<file path="src/rtl/reg_to_uart.sv">
// reg_to_uart: captures a register word on a send request and serialises it as UART frames.
// Define REG_TO_UART_HEX_ASCII_EN to send the word as uppercase hex ASCII digits plus CR LF.
module reg_to_uart #(
    parameter int unsigned WORDSZ    = 8,
    parameter int unsigned CLK_HZ    = 100_000_000,
    parameter int unsigned BIT_RATE  = 9_600,
    parameter int unsigned STOP_BITS = 1
) (
    input  logic              clk,
    input  logic              resetn,
    input  logic [WORDSZ-1:0] bus,
    input  logic              send,
    output logic              uart_txd,
    output logic              busy,
    output logic              done
);
    localparam int unsigned CyclesPerBit = CLK_HZ / BIT_RATE;
    localparam int unsigned CntW         = $clog2(CyclesPerBit) + 1;
`ifdef REG_TO_UART_HEX_ASCII_EN
    localparam int unsigned Payload = 8;
    localparam int unsigned Digits  = (WORDSZ + 3) / 4;
    localparam int unsigned Frames  = Digits + 2;
`else
    localparam int unsigned Payload = WORDSZ;
    localparam int unsigned Frames  = 1;
`endif
    localparam int unsigned IdxW = $clog2(Payload);
    localparam int unsigned ChW  = $clog2(Frames + 1);

    localparam logic [CntW-1:0] CntLast  = CntW'(CyclesPerBit - 1);
    localparam logic [IdxW-1:0] IdxLast  = IdxW'(Payload - 1);
    localparam logic [ChW-1:0]  CharLast = ChW'(Frames - 1);
    localparam logic            StopLast = 1'(STOP_BITS - 1);

    typedef enum logic [1:0] {StIdle, StStart, StData, StStop} state_e;

    state_e            state_q, state_d;
    logic [CntW-1:0]   cnt_q, cnt_d;
    logic [IdxW-1:0]   idx_q, idx_d;
    logic [ChW-1:0]    char_q, char_d;
    logic              stop_q, stop_d;
    logic [WORDSZ-1:0] shadow_q, shadow_d;
    logic              txd_q, txd_d;
    logic              done_q, done_d;
    logic [Payload-1:0] frame_bits;

`ifdef REG_TO_UART_HEX_ASCII_EN
    localparam int unsigned PadW = 4 * Digits;
    logic [PadW-1:0] padded;
    logic [3:0]      nibble;

    // Character for the current frame: hex digits MSB nibble first, then CR, LF.
    always_comb begin
        padded = PadW'(shadow_q);
        nibble = 4'h0;
        for (int i = 0; i < int'(Digits); i++) begin
            if (char_q == ChW'(i)) nibble = padded[4*(Digits-1-i) +: 4];
        end
        if (char_q == ChW'(Digits))          frame_bits = 8'h0D;
        else if (char_q == ChW'(Digits + 1)) frame_bits = 8'h0A;
        else if (nibble < 4'd10)             frame_bits = 8'h30 + {4'h0, nibble};
        else                                 frame_bits = 8'h37 + {4'h0, nibble};
    end
`else
    assign frame_bits = shadow_q;
`endif

    always_comb begin
        state_d  = state_q;
        cnt_d    = cnt_q;
        idx_d    = idx_q;
        char_d   = char_q;
        stop_d   = stop_q;
        shadow_d = shadow_q;
        txd_d    = txd_q;
        done_d   = 1'b0;
        case (state_q)
            StIdle: begin
                txd_d = 1'b1;
                if (send) begin
                    shadow_d = bus;
                    char_d   = '0;
                    cnt_d    = '0;
                    txd_d    = 1'b0;
                    state_d  = StStart;
                end
            end
            StStart: begin
                if (cnt_q == CntLast) begin
                    cnt_d   = '0;
                    idx_d   = '0;
                    txd_d   = frame_bits[0];
                    state_d = StData;
                end else begin
                    cnt_d = cnt_q + 1'b1;
                end
            end
            StData: begin
                if (cnt_q == CntLast) begin
                    cnt_d = '0;
                    if (idx_q == IdxLast) begin
                        stop_d  = 1'b0;
                        txd_d   = 1'b1;
                        state_d = StStop;
                    end else begin
                        idx_d = idx_q + 1'b1;
                        txd_d = frame_bits[idx_d];
                    end
                end else begin
                    cnt_d = cnt_q + 1'b1;
                end
            end
            StStop: begin
                if (cnt_q == CntLast) begin
                    cnt_d = '0;
                    if (stop_q != StopLast) begin
                        stop_d = 1'b1;
                    end else if (char_q != CharLast) begin
                        char_d  = char_q + 1'b1;
                        txd_d   = 1'b0;
                        state_d = StStart;
                    end else begin
                        done_d  = 1'b1;
                        state_d = StIdle;
                    end
                end else begin
                    cnt_d = cnt_q + 1'b1;
                end
            end
            default: state_d = StIdle;
        endcase
    end

    always_ff @(posedge clk or negedge resetn) begin
        if (!resetn) begin
            state_q  <= StIdle;
            cnt_q    <= '0;
            idx_q    <= '0;
            char_q   <= '0;
            stop_q   <= 1'b0;
            shadow_q <= '0;
            txd_q    <= 1'b1;
            done_q   <= 1'b0;
        end else begin
            state_q  <= state_d;
            cnt_q    <= cnt_d;
            idx_q    <= idx_d;
            char_q   <= char_d;
            stop_q   <= stop_d;
            shadow_q <= shadow_d;
            txd_q    <= txd_d;
            done_q   <= done_d;
        end
    end

    assign uart_txd = txd_q;
    assign busy     = (state_q != StIdle);
    assign done     = done_q;

endmodule

</file>
<file path="config.mk">
export PLATFORM = sky130hd
export DESIGN_NAME = reg_to_uart
export DESIGN_NICKNAME = d
export VERILOG_FILES = /design/src/rtl/reg_to_uart.sv
export SDC_FILE = /design/constraint.sdc
export NUM_CORES = 1
export LEC_CHECK = 0
export ABC_AREA = 0
export BUFFER_PORTS_ARGS = -buffer_cell sky130_fd_sc_hd__buf_2
export CORE_MARGIN = 2
export CORE_UTILIZATION = 45
export DETAILED_ROUTE_END_ITERATION = 7
export PLACE_DENSITY = 0.74
export SLEW_MARGIN = 20
export SYNTH_ARGS = -nofsm -noshare
export SYNTH_HDL_FRONTEND = slang
export SYNTH_SLANG_ARGS = --single-unit
</file>
<file path="constraint.sdc">
create_clock -name clk -period 2 [get_ports clk]
set_clock_uncertainty 0.15 [all_clocks]
set_input_delay 0.3 -clock clk [delete_from_list [all_inputs] [get_ports clk]]
set_output_delay 0.3 -clock clk [all_outputs]
set_load 0.005 [all_outputs]
</file>
==> results.yml <==
outcome:
  run_status: "finished with violations"
  violations: "negative setup slack"
global_route:
  grt_pass1_wl_mm: 5.75
  groute.usage.overall_pct: 18.5
  antenna_found_initial: 0
  grt_max_degree: 31
  grt_pass1_vias: 1281
  grt-ovfl-total: 0
route:
  wl_per_cell_um: 14.3
  wirelength_mm: 3.40
  antenna_left: 0
  drc: 0
  drt_pass1_iterations: 4
  drtIter0Drc: 28
  via_per_inst: 5.25
  num_vias: 1250
sta:
  relSlewSlack_pct: 55.4
  max_freq_mhz: 457
  tns_ns: -3.05
  finalCriticalPeriod_ns: 2.19
  setup_ws_ns: -0.190
  timing.final.crit_share_pct: 110
  setup_viol: 21
  slew_viol_final: 0
  worstMarginPinSlew_ns: 0.670
  finalHoldViolCount: 0
  rsz0062_at_grt: "true"
clock_network:
  cts.sinks: 30
  cts_max_level: 2
  cts_buffers: 5
  cts_tree: "built"
  clockBufferDepth: 2
  clock-root-buffer: "clkbuf_4"
  clk_transition_reported_paths_ns: 0.09
  clock_latency_ns: 0.34
floorplanning:
  start_util_pct: 47.6
  io_pins: 14
  die_w_um: 63.6
  rows: 21
  coreArea_um2: 3360
  die_h_um: 63.6
  dieArea_um2: 4050
synthesis:
  synthCells: 153
  yosysMostFrequentCell: "dfrtp_1"
  yosysSeqAreaShare_pct: 47.0
  synthDistinctLibCells: 38
  synth_top_flop_cell: "dfrtp_1"
  ys_async_sr_fraction_pct: 100
  synth_common_cells: "dfrtp_1 (29), nor2_1 (21), nand2_1 (13), mux2_2 (9), ha_1 (8)"
  synthesis.area_um2: 1600
  synth_edf_count: 0
  ys_ff_latch: 30
  synth_nets: 172
  yosysWarnings: 0
  synth_top_area_share_pct: 45.3
  synth_area_per_cell_um2: 10.5
  synth_top_cell_by_area: "dfrtp_1"
  synthTopCellsByArea: "dfrtp_1 (45%), mux2_2 (6.3%), ha_1 (6.3%), nor2_1 (4.9%), xnor2_1 (3.8%)"
layout:
  diodes: 0
  drive_above_1_share_pct: 33.9
  utilization_pct: 58.1
  nets: 210
  area_growth_syn_to_layout_pct: 22.2
  num-fill-cells: 302
placement:
  place_congestion: 0.815
  post-place-ws_ns: -0.173
  port_buffers: 13
  hpwl_mm: 2.31
power:
  vdd_drop_max_mv: 0.798
  powerDensity_nw_per_um2: 1100
  leakagePower_uw: 0.000893
setup_path:
  cpPeakStageDelay_ns: 0.61
  path_cells: "or4b_4 -> or4_4 -> nand2b_4 -> and2_4 -> nor2_1"
  cp_slowest_cell: "or4_4"
  r2r-start: "cnt_q[9]"
  worst_setup_path_end_kind: "register"
  crit_fanout: 6
  worstPathBufferInverterCount: 0
  setup.worst_path.start: "cnt_q[9]"
  crit_type: "register to register"
  critPathLaunchType: "register"
  required_ns: 2.08
  crit_arrival_ns: 2.27
  crit_family: "simple AND/OR/NAND/NOR gates"
min_path:
  hold_class: "input port to register"
  min_from: "bus[3]"
run:
  drv_cap: 0
[sequential cells by signal, indices dropped and copies added, names as in the netlist]
register    count
uart_txd        1
state_q         2
idx_q           3
frame_bits      8
cnt_q          15
done            1
[final timing paths]
check                                      to  slack, ns  cells past startpoint
worst max-delay path                 cnt_q[9]      -0.19                      5
worst min-delay path            frame_bits[3]       0.04                      2
worst max register to register       cnt_q[9]      -0.19                      5
worst min register to register  frame_bits[5]       0.37                      1
max in group asynchronous           cnt_q[10]       0.90                      2
min in group asynchronous       frame_bits[0]       0.36                      2
[metrics by stage]
step                total power (µW)  instances  hold WS [ns]  instance area (µm²)
floorplan                       1470        153        -0.146                 1600
global placement                1630        223         0.198                 1800
detailed placement              1690        223         0.226                 1800
CTS                             2080        234        0.0341                 1880
global route                    2310        238        0.0354                 1960
finish                          2160        238        0.0353                 1960
[kinds of logic (layout without fill, tap and decap cells)]
kind of cell,count (synthesis),in the layout,share of synthesized area [%]
multiplexers,14,14,9.46
AND/OR/NAND/NOR,63,64,20.8
flip-flops,30,30,47.0
AO/OA/AOI/OAI,19,19,7.58
adder cells (fa/ha/maj),8,8,6.26
buffers and inverters,7,45,2.35
XOR/XNOR,12,12,6.57
[power by group]
part           total [µW]  switching, µW  internal, µW  leakage (µW)
sequential            886            113           773      0.000390
clock                 345            206           140     0.0000265
combinational         926            469           458      0.000477
[cell usage in the layout, fill, tap and decap left out, types with 3 or more instances in the layout]
cell type / n
nand2b_1: 4
nand2_1: 13
buf_2: 13
ha_1: 8
o21ai_1: 4
xor2_1: 5
nor2_2: 7
dfrtp_1: 29
buf_4: 17
nor3_1: 6
nand4_1: 4
clkbuf_1: 3
mux2i_1: 5
clkbuf_4: 5
xnor2_1: 7
inv_1: 5
mux2_2: 9
nor2_1: 14
[routing by layer]
layer	track usage [%]	share of wire, %
met4	8.70	2.7
met2	31.7	50
met5	0	0
met1	21.3	44
met3	5.00	3.4
[timing repair]
| action | in CTS | in global routing |
|---|---|---|
| endpoints found under the hold margin | 29 | 0 |
| setup endpoints to repair | 20 | 21 |
| pin swaps | 1 | 5 |
| resized for setup | 3 | 14 |
| cloned | 1 | 0 |
| hold buffers | 1 | 0 |
| buffers inserted | 1 | 4 |
[layout make-up]
cell class	instances	area [µm²]	area share, %
multi-input combinational	117	865	44.2
sequential	30	752	38.5
timing repair buffer	32	214	10.9
tap	46	57.6	2.94
clock buffer	8	48.8	2.50
inverter	5	18.8	0.960
Power figures use the tool's default switching activity.
